--- src/rtl/csa_sub_pipe.sv ---
// Two-stage carry-select subtractor: diff = a - b - bin with borrow out, behind valid/ready.
// Optional signed-overflow output enabled by defining CSA_SUB_OVF_EN.
module csa_sub_pipe #(
  parameter int N    = 8,
  parameter int LO_W = N / 2
) (
  input  logic         clk,
  input  logic         rst,
  input  logic         in_valid,
  output logic         in_ready,
  input  logic [N-1:0] a,
  input  logic [N-1:0] b,
  input  logic         bin,
  output logic         out_valid,
  input  logic         out_ready,
  output logic [N-1:0] diff,
  output logic         bo
`ifdef CSA_SUB_OVF_EN
  ,
  output logic         ovf
`endif
);

  localparam int HI_W = N - LO_W;

  // Zero-extended subtracts; the extra MSB of each result is the borrow.
  function automatic logic [LO_W:0] sub_lo(input logic [LO_W-1:0] x,
                                           input logic [LO_W-1:0] y,
                                           input logic            bi);
    return {1'b0, x} - {1'b0, y} - {{LO_W{1'b0}}, bi};
  endfunction

  function automatic logic [HI_W:0] sub_hi(input logic [HI_W-1:0] x,
                                           input logic [HI_W-1:0] y,
                                           input logic            bi);
    return {1'b0, x} - {1'b0, y} - {{HI_W{1'b0}}, bi};
  endfunction

  logic            en_p1, en_p2;
  logic            vld_p1, vld_p2;
  logic [LO_W:0]   lo_p1;
  logic [HI_W:0]   hi0_p1, hi1_p1;
  logic [HI_W:0]   hi_sel;
  logic [N-1:0]    diff_nxt;
  logic [N-1:0]    diff_p2;
  logic            bo_p2;

  assign en_p2    = ~vld_p2 | out_ready;
  assign en_p1    = ~vld_p1 | en_p2;
  assign in_ready = en_p1;

  // ---- stage 1: low-half subtract and both speculative high halves ----
  always_ff @(posedge clk or posedge rst) begin
    if (rst) begin
      vld_p1 <= 1'b0;
      lo_p1  <= '0;
      hi0_p1 <= '0;
      hi1_p1 <= '0;
    end else if (en_p1) begin
      vld_p1 <= in_valid;
      if (in_valid) begin
        lo_p1  <= sub_lo(a[LO_W-1:0], b[LO_W-1:0], bin);
        hi0_p1 <= sub_hi(a[N-1:LO_W], b[N-1:LO_W], 1'b0);
        hi1_p1 <= sub_hi(a[N-1:LO_W], b[N-1:LO_W], 1'b1);
      end
    end
  end

  // ---- stage 2: low borrow selects the high half ----
  assign hi_sel   = lo_p1[LO_W] ? hi1_p1 : hi0_p1;
  assign diff_nxt = {hi_sel[HI_W-1:0], lo_p1[LO_W-1:0]};

  always_ff @(posedge clk or posedge rst) begin
    if (rst) begin
      vld_p2  <= 1'b0;
      diff_p2 <= '0;
      bo_p2   <= 1'b0;
    end else if (en_p2) begin
      vld_p2 <= vld_p1;
      if (vld_p1) begin
        diff_p2 <= diff_nxt;
        bo_p2   <= hi_sel[HI_W];
      end
    end
  end

  assign out_valid = vld_p2;
  assign diff      = diff_p2;
  assign bo        = bo_p2;

`ifdef CSA_SUB_OVF_EN
  logic amsb_p1, bmsb_p1, ovf_p2;

  always_ff @(posedge clk or posedge rst) begin
    if (rst) begin
      amsb_p1 <= 1'b0;
      bmsb_p1 <= 1'b0;
    end else if (en_p1 && in_valid) begin
      amsb_p1 <= a[N-1];
      bmsb_p1 <= b[N-1];
    end
  end

  always_ff @(posedge clk or posedge rst) begin
    if (rst)
      ovf_p2 <= 1'b0;
    else if (en_p2 && vld_p1)
      ovf_p2 <= (amsb_p1 ^ bmsb_p1) & (amsb_p1 ^ diff_nxt[N-1]);
  end

  assign ovf = ovf_p2;
`endif

endmodule

--- config.mk ---
export PLATFORM = sky130hd
export DESIGN_NAME = csa_sub_pipe
export DESIGN_NICKNAME = d
export VERILOG_FILES = /design/src/rtl/csa_sub_pipe.sv
export SDC_FILE = /design/constraint.sdc
export NUM_CORES = 1
export LEC_CHECK = 0
export ABC_CLOCK_PERIOD_IN_PS = 3100
export CORE_MARGIN = 2
export CORE_UTILIZATION = 53
export DETAILED_ROUTE_END_ITERATION = 10
export PLACE_DENSITY = 0.84
export RECOVER_POWER = 50
export SETUP_SLACK_MARGIN = 0.4
export SKIP_LAST_GASP = 1
export SYNTH_ARGS = -nofsm -noshare
export SYNTH_HDL_FRONTEND = slang
export SYNTH_SLANG_ARGS = --single-unit
export TNS_END_PERCENT = 50
--- constraint.sdc ---
create_clock -name clk -period 3.1 [get_ports clk]
set_input_delay 0.31 -clock clk [delete_from_list [all_inputs] [get_ports clk]]
set_output_delay 0.31 -clock clk [all_outputs]
set_load 0.01 [all_outputs]
Yosys cells after proc, flatten, opt, wreduce, memory -nomap -nowiden
Index checks and enable logic that the tools add are counted.

word-level totals
  register bits = 26
  input bits = 21
  logic and storage cells = 18
  output and inout bits = 11

cells by class
  muxes and demuxes = 1
  add/subtract/negate cells = 4
  reductions and logical operators = 2
  bitwise operators = 4

operator list
  cell                 number
  $sub 4x4->5          2
  $mux 5               1
  $sub 5x1->5          1
  $sub 5x1->5 const B  1
  $reduce_and 2->1     2
  $not 1->1            2
  $or 1x1->1           2

Logic depth before layout (Yosys ltp)
Gate-level depths: netlist of run 1.

  word-level depth = 4
  gate-level depth with buffers = 9

Worst setup path after synthesis of run 1
No wires, ideal clock.

  path kind = input to register
  from = in b[0]
  to = reg lo_p1[4]
  library setup time = 0.135 ns
  slack = 1.270 ns
  data arrival time = 1.694 ns
  stages = 7
  path through = inv_1 > fa_1 > fa_1 > nand2b_1 > a21oi_1 > xnor2_1 > o21ai_0

between the ends
  word-level cells in the longest chain between the ends = 2

RTL lines
  item                    RTL line  text
  start: declaration      12        input logic [N-1:0] b,
  $sub 4x4->5             30        return {1'b0, x} - {1'b0, y} - {{LO_W{1'b0}}, bi};
  $sub 5x1->5             30
  end signal: assignment  62        lo_p1 <= sub_lo(a[LO_W-1:0], b[LO_W-1:0], bin);
  end: declaration        41        logic [LO_W:0] lo_p1;

No other way between the ends.
A chain may end at the register's enable or synchronous reset.

Worst setup path after layout of run 1
Same ends and word-level chain as after synthesis.

==> reports/summary.txt, run 1 <==
==================================================================================
Status ..............................................................    completed
Worst hold-check path type .......................................... flip-flop to flip-flop
Share of final-layout standard cells stronger than drive strength 1 .       8.434%
Max-cap check violation count .......................................            0
Commonest cells after routing, fill and taps aside .................. 29 x sky130_fd_sc_hd__clkdlybuf4s50_1, 26 x sky130_fd_sc_hd__dfrtp_1, 22 x sky130_fd_sc_hd__nand2_1
Sequential Area .....................................................    650.6 µm²
Diodes inserted .....................................................            0
Worst setup path startpoint .........................................         b[0]
Arrival time of data at the critical path endpoint ..................      2250 ps
Dpl ws ..............................................................     668.8 ps
Slew at the pin closest to its max-slew limit .......................     906.8 ps
Final hold violation count ..........................................            0
# fillers ...........................................................          199
Clock buffer depth ..................................................            2
Biggest area contributors in the synthesized netlist ................ sky130_fd_sc_hd__dfrtp_1 46%, sky130_fd_sc_hd__ha_1 9.8%, sky130_fd_sc_hd__nand2_1 5.9%
Mean area per synthesized cell ......................................    10.42 µm²
Total setup violations reported at the end of the flow ..............            0
Startpoint type of the worst setup path .............................   input port
Kind of cell with the highest combined delay on the critical path ...  adder cells
Total power divided by cell area .................................... 544.7 mW/mm²
Final WL ............................................................      2355 µm
Final weighted congestion of routability-driven global placement ....       0.7023
Async set-or-reset flop fraction in the synthesized netlist .........       100.0%
Antenna viol nets, final ............................................            0
Post-Synthesis Cells ................................................          135
Count of buffers added by post-CTS timing repair for setup ..........            0
Final critical delay including setup and external delays ............      2061 ps
Peak supply drop ....................................................  0.0004859 V
Worst setup path class .............................................. input port to flip-flop
Final max-slew violation count ......................................            0
H-tree depth ........................................................            1
Highest-delay cell along the critical path .......................... sky130_fd_sc_hd__clkdlybuf4s50_1
Fraction of the cycle the final worst path needs ....................       66.49%
Number of DRC markers in iteration 0 ................................           13
Drt first pass iters ................................................            4
Via count of the first global-routing pass ..........................         1004
Area enclosed by the die boundary ................................... 0.003081 mm²
Kind of capture point of the worst setup path .......................    flip-flop
Max_slew headroom ...................................................       39.48%
Area of the mapped netlist .......................................... 0.001406 mm²
Vias ................................................................         1022
Std cell rows .......................................................           18
Average vias per placed instance ....................................        5.214
Final sum of negative setup slack ...................................         0 ps
Number of hold buffers added after CTS ..............................            0
Post-synth top area cell ............................................ sky130_fd_sc_hd__dfrtp_1
Area of the multi-input gates .......................................    684.4 µm²
Global-route wire length before repair ..............................      4098 µm
Count of buffer and inverter cells on the critical path .............            2
Data required time of the worst path ................................      3290 ps
Final standard cell count with taps included and fillers excluded ...          196
Cell with the most instances on the worst path ...................... sky130_fd_sc_hd__fa_1
Clock tree root driver cell ......................................... sky130_fd_sc_hd__clkbuf_4
Clk slew on worst S/H paths .........................................       130 ps
Reg-to-reg slack, setup .............................................      1370 ps
Yosys cell types ....................................................           21
Clock tree from TritonCTS ...........................................          yes
Maximum number of pins on one net before global-route repair ........           27
Register bit total from synthesis ...................................           26
Levels on crit path .................................................            8
Worst r2r src ....................................................... out_valid$_DFFE_PP0P_
Clk_lat worst skew ..................................................       320 ps
Initial antenna violation count .....................................            0
# clock sinks .......................................................           26
Placeable Area ...................................................... 0.002500 mm²
Post-detail-place hpwl ..............................................      1906 µm
WL/cell .............................................................     12.02 µm
Number of warnings reported in the yosys synthesis log ..............            0
Clock buffers created by TritonCTS ..................................            3
Cts repair resizes ..................................................            0
Worst R2R Path Depth ................................................            4
Cell Count Post-Placement ...........................................          192
# nets final ........................................................          202
Proportion of synthesized chip area in sequential cells .............       46.26%
Final setup slack of the worst path .................................      1039 ps
Leading cell type in the layout, fill and taps excluded ............. sky130_fd_sc_hd__clkdlybuf4s50_1
Unrepaired setup endpoints after global routing .....................        false
Die X-Extent ........................................................     55.51 µm
Clock tree skew after final layout ..................................     7.550 ps
Boundary Pins .......................................................           32
Post-synth EDFFs ....................................................            0
Overall global routing resource usage ...............................       16.87%
Area growth from synthesis to layout ................................       26.25%
Area share of the largest cell type after synthesis .................       46.26%
Final Util ..........................................................       71.02%
Primary flip-flop cell chosen by synthesis mapping .................. sky130_fd_sc_hd__dfrtp_1
Series of cell instances along the critical path .................... clkdlybuf4s50_1 > inv_1 > fa_1 > fa_1 > nand2b_1 > a21oi_1 > xnor2_1 > o21ai_0
Achievable frequency ................................................    485.2 MHz
Die Span Y ..........................................................     55.51 µm
Remaining DRCs ......................................................            0
Number of buffers inserted by port buffering ........................           31
Post-Synthesis Net Count ............................................          170
Largest stage delay on the critical path ............................       460 ps
Maximum fanout count along the critical path ........................            2
Leak ................................................................    0.8275 nW
Initial core utilization ............................................       56.26%
Endpoint of the most critical register-to-register path ............. hi1_p1[4]$_DFFE_PP0P_
End point of the critical path ...................................... lo_p1[4]$_DFFE_PP0P_
Remaining global-route overflow .....................................            0
==================================================================================
[kinds of logic (layout without fill, tap and decap cells)]
group           Yosys count  after routing  share of synthesized area, %
simple gates             33             33                         11.21
flops                    26             26                         46.26
compound gates           25             25                         10.50
buf+inv                  19             50                         5.071
fa+ha+maj                14             14                         14.06
mux                      12             12                         9.164
xor+xnor                  6              6                         3.737
[flip-flops by register name, summed over array words and instances (netlist names)]
signal and flops:
bo 1, hi1_p1 5, vld_p1 1, hi0_p1 5, out_valid 1, diff 8
lo_p1 5
[how the worst min path moves through the flow]
stage          slack [ps]  depth (start not counted)               endpoint                   from
6_report              490                          2  hi0_p1[4]$_DFFE_PP0P_  hi0_p1[4]$_DFFE_PP0P_
5_1_grt               510                          2  hi0_p1[4]$_DFFE_PP0P_  hi0_p1[4]$_DFFE_PP0P_
4_1_cts               490                          2  hi0_p1[4]$_DFFE_PP0P_  hi0_p1[4]$_DFFE_PP0P_
3_5_place_dp          460                          2  hi0_p1[4]$_DFFE_PP0P_  hi0_p1[4]$_DFFE_PP0P_
3_3_place_gp          460                          2    diff[7]$_DFFE_PP0P_    diff[7]$_DFFE_PP0P_
2_1_floorplan         350                          1         bo$_DFFE_PP0P_                    rst
[cell usage after synthesis (2+ instances only)]
cell type and count:
sky130_fd_sc_hd__mux2_2 7, sky130_fd_sc_hd__ha_1 11, sky130_fd_sc_hd__mux2i_1 5, sky130_fd_sc_hd__dfrtp_1 26, sky130_fd_sc_hd__o211ai_1 2, sky130_fd_sc_hd__a21oi_1 3, sky130_fd_sc_hd__nand2_1 22, sky130_fd_sc_hd__xnor2_1 6
sky130_fd_sc_hd__nand3b_1 2, sky130_fd_sc_hd__inv_1 15, sky130_fd_sc_hd__o21ai_0 16, sky130_fd_sc_hd__fa_1 3, sky130_fd_sc_hd__clkbuf_1 4, sky130_fd_sc_hd__nand3_1 3, sky130_fd_sc_hd__nand2b_1 4
[power by group]
part	internal [mW]	leakage (nW)	switching [mW]
clock network	0.0719	0.0210	0.0962
registers	0.425	0.314	0.0521
logic	0.187	0.493	0.135
total	0.684	0.828	0.283
[metal layers]
metal	vias to the layer above	share of wire (%)	global-route usage [%]
li1	508	-	-
met1	481	44	19.02
met2	28	49	30.61
met3	5	4.4	1.874
met4	0	2.4	9.408
met5	-	0	0
[per-stage QoR]
stage	hold WS [ps]	area (µm²)	power [mW]
global placement	459.2	1739	0.7926
global route	508.0	1775	1.027
detailed placement	463.5	1739	0.8109
finish	491.5	1775	0.9670
CTS	494.4	1775	0.9737
floorplan	350.0	1406	0.6596
[cell type report]
cell class,instances,share of cell area (%)
sequential,26,36.65
tap,30,2.114
timing repair buffer,31,17.48
clock buffer,4,2.044
multi-input combinational,90,38.55
inverter,15,3.171
[tightest hold or removal path, delay by kind of cell (launching register included)]
family	cells	cell delay [ps]
simple gates	2	100
flops	1	370
(Power assumes the default switching activity.)
==> run 2, diff against run 1 <==
ABC_CLOCK_PERIOD_IN_PS = 2100   (was 3100)
CORE_UTILIZATION = 49   (was 53)
PLACE_DENSITY = 0.78   (was 0.84)
clock period = 2.1 ns   (was 3.1 ns; I/O delays follow)
==> run 2 against run 1 <==
Compared with the run above: wire length up 17%; global-route usage up 1.5 points; sequential power up 47%; combinational power up 73%; final area up 9.4%; largest cell class unchanged; largest power group unchanged.
==> reports/summary.txt, run 2 (synthesized netlist as in run 1, its figures left out) <==
==================================================================================
Total setup violations reported at the end of the flow ..............            0   unchanged
Clk slew on worst S/H paths .........................................       130 ps   about the same
Boundary Pins .......................................................           32   unchanged
WL/cell .............................................................     13.30 µm   was 12.02 µm
Cell Int Power ......................................................     1.058 mW   was 683.9 µW
Max-cap check violation count .......................................            0   unchanged
# fillers ...........................................................          208   was 199
Clock tree from TritonCTS ...........................................          yes   unchanged
Final critical delay including setup and external delays ............      1683 ps
Via count of the first global-routing pass ..........................         1154   was 1004
Unrepaired setup endpoints after global routing .....................         true   was false
Area growth from synthesis to layout ................................       38.17%   was 26.25%
Std cell rows .......................................................           19   was 18
Die Span Y ..........................................................     57.58 µm   was 55.51 µm
Remaining global-route overflow .....................................            0   unchanged
Startpoint of the lowest-slack hold path ............................         b[4]   was hi0_p1[4]$_DFFE_PP0P_
Drt first pass iters ................................................            4   unchanged
Dpl ws ..............................................................    -130.3 ps   was 668.8 ps
Maximum fanout count along the critical path ........................            4   was 2
Final WL ............................................................      2754 µm   was 2355 µm
Leading cell type in the layout, fill and taps excluded ............. sky130_fd_sc_hd__dfrtp_1   was sky130_fd_sc_hd__clkdlybuf4s50_1
Worst setup path startpoint .........................................         b[7]   was b[0]
Clock tree root driver cell ......................................... sky130_fd_sc_hd__clkbuf_4   unchanged
Max_slew headroom ...................................................       10.55%   was 39.48%
Final setup slack of the worst path .................................     416.7 ps   was 1039 ps
Diodes inserted .....................................................            0   unchanged
Overall global routing resource usage ...............................       18.36%   was 16.87%
Number of DRC markers in iteration 0 ................................           16   was 13
Worst setup path class .............................................. input port to flip-flop   unchanged
Average vias per placed instance ....................................        5.242   was 5.214
Switching Fraction ..................................................       29.73%   was 29.27%
Number of flip-flops in the largest register ........................            8   unchanged
Final hold violation count ..........................................            0   unchanged
Area after detailed placement ....................................... 0.001803 mm²   was 0.001739 mm²
Peak supply drop ....................................................  0.0005655 V   was 0.0004859 V
Fin area ............................................................ 0.001943 mm²   was 0.001775 mm²
Area of the multi-input gates .......................................    775.7 µm²   was 684.4 µm²
Final Util ..........................................................       71.08%   was 71.02%
Startpoint type of the worst setup path .............................   input port   unchanged
Data required time of the worst path ................................      2350 ps   was 3290 ps
# clock sinks .......................................................           26   unchanged
Global-route wire length before repair ..............................      4698 µm   was 4098 µm
Portion of total power attributed to sequential cells ...............        46.7%   was 49.4%
Fraction of the cycle the final worst path needs ....................       80.16%
Arrival time of data at the critical path endpoint ..................      1930 ps   was 2250 ps
Net switching power .................................................     447.7 µW   was 283.1 µW
Share of final-layout standard cells stronger than drive strength 1 .       23.30%   was 8.434%
Achievable frequency ................................................    594.1 MHz
# nets final ........................................................          212   was 202
Remaining DRCs ......................................................            0   unchanged
Clock buffer depth ..................................................            2   unchanged
Status ..............................................................    completed   unchanged
Number of hold buffers added after CTS ..............................            0   unchanged
Die X-Extent ........................................................     57.58 µm   was 55.51 µm
Antenna viol nets, final ............................................            0   unchanged
Total design power ..................................................     1.506 mW   was 967.0 µW
Number of buffers inserted by port buffering ........................           31   unchanged
H-tree depth ........................................................            1   unchanged
Total power divided by cell area .................................... 775.0 mW/mm²   was 544.7 mW/mm²
Clock network fraction of design power ..............................        16.3%   was 17.4%
Initial core utilization ............................................       51.44%   was 56.26%
Post-detail-place hpwl ..............................................      1995 µm   was 1906 µm
Placeable Area ...................................................... 0.002734 mm²   was 0.002500 mm²
Final sum of negative setup slack ...................................         0 ps   unchanged
Clock buffers created by TritonCTS ..................................            3   unchanged
Maximum number of pins on one net before global-route repair ........           27   unchanged
Clock tree skew after final layout ..................................     4.643 ps   was 7.550 ps
Vias ................................................................         1085   was 1022
Leak ................................................................    0.9240 nW   was 0.8275 nW
Clk_lat worst skew ..................................................       320 ps   about the same
Commonest cells after routing, fill and taps aside .................. 26 x sky130_fd_sc_hd__dfrtp_1, 22 x sky130_fd_sc_hd__nand2_1, 21 x sky130_fd_sc_hd__clkdlybuf4s50_1   was 29 x sky130_fd_sc_hd__clkdlybuf4s50_1, 26 x sky130_fd_sc_hd__dfrtp_1, 22 x sky130_fd_sc_hd__nand2_1
Sequential Area .....................................................    650.6 µm²   unchanged
Worst r2r src ....................................................... vld_p1$_DFFE_PP0N_   was out_valid$_DFFE_PP0P_
Final max-slew violation count ......................................            0   unchanged
Initial antenna violation count .....................................            0   unchanged
Worst hold-check path type .......................................... input port to flip-flop   was flip-flop to flip-flop
Slew at the pin closest to its max-slew limit .......................      1342 ps   was 906.8 ps
Final weighted congestion of routability-driven global placement ....       0.7628   was 0.7023
Kind of capture point of the worst setup path .......................    flip-flop   unchanged
Combinational power share ...........................................        37.1%   was 33.3%
Area enclosed by the die boundary ................................... 0.003315 mm²   was 0.003081 mm²
==================================================================================
-- run 2: routing by layer --
| layer | track usage (%) | share of wire, % | wire [µm] | vias up |
|---|---|---|---|---|
| met3 | 1.587 | 3.0 | 83 | 4 |
| li1 | - | - | - | 534 |
| met4 | 9.635 | 1.8 | 49 | 0 |
| met5 | 0 | 0 | 0 | - |
| met2 | 34.42 | 53 | 1446 | 26 |
| met1 | 20.26 | 43 | 1175 | 521 |
-- run 2: worst max-delay path: stages --
cell and delay, ps:
sky130_fd_sc_hd__clkdlybuf4s50_1 460, sky130_fd_sc_hd__inv_1 40, sky130_fd_sc_hd__ha_1 310, sky130_fd_sc_hd__or3_4 430, sky130_fd_sc_hd__a2111o_1 390, sky130_fd_sc_hd__o211ai_1 90
-- run 2: final timing paths --
| check | to | slack, ps | cells after the start |
|---|---|---|---|
| hold / removal | hi0_p1[0]$_DFFE_PP0P_ | 440 | 3 |
| setup / recovery | hi1_p1[4]$_DFFE_PP0P_ | 420 | 6 |
| setup reg to reg | hi1_p1[4]$_DFFE_PP0P_ | 440 | 5 |
| hold reg to reg | diff[4]$_DFFE_PP0P_ | 490 | 2 |
| min in group asynchronous | bo$_DFFE_PP0P_ | 760 | 3 |
| max in group asynchronous | hi0_p1[0]$_DFFE_PP0P_ | 560 | 3 |
-- run 2: power by group through the flow --
stage	sequential (mW)	combinational, mW	clock, mW
finish	0.703	0.558	0.245
global placement	0.706	0.490	0
global route	0.722	0.615	0.270
detailed placement	0.715	0.509	0
floorplan	0.720	0.254	0
CTS	0.704	0.545	0.253
-- run 2: layout make-up --
| type | count | share of cell area, % |
|---|---|---|
| multi-input combinational | 90 | 39.92 |
| clock buffer | 4 | 1.867 |
| inverter | 15 | 2.898 |
| tap | 31 | 1.996 |
| timing repair buffer | 41 | 19.83 |
| sequential | 26 | 33.48 |
-- run 2: stage by stage --
step                hold WS, ps  std cells
finish                    439.3        207
global placement          459.9        201
floorplan                 250.0        135
detailed placement        469.1        201
global route              458.1        207
CTS                       226.3        207
-- run 2: timing repair --
action	4_1_cts	5_1_grt
endpoints found under the setup margin	6	4
buffers inserted	2	0
pin swaps	13	6
resized for setup	22	12
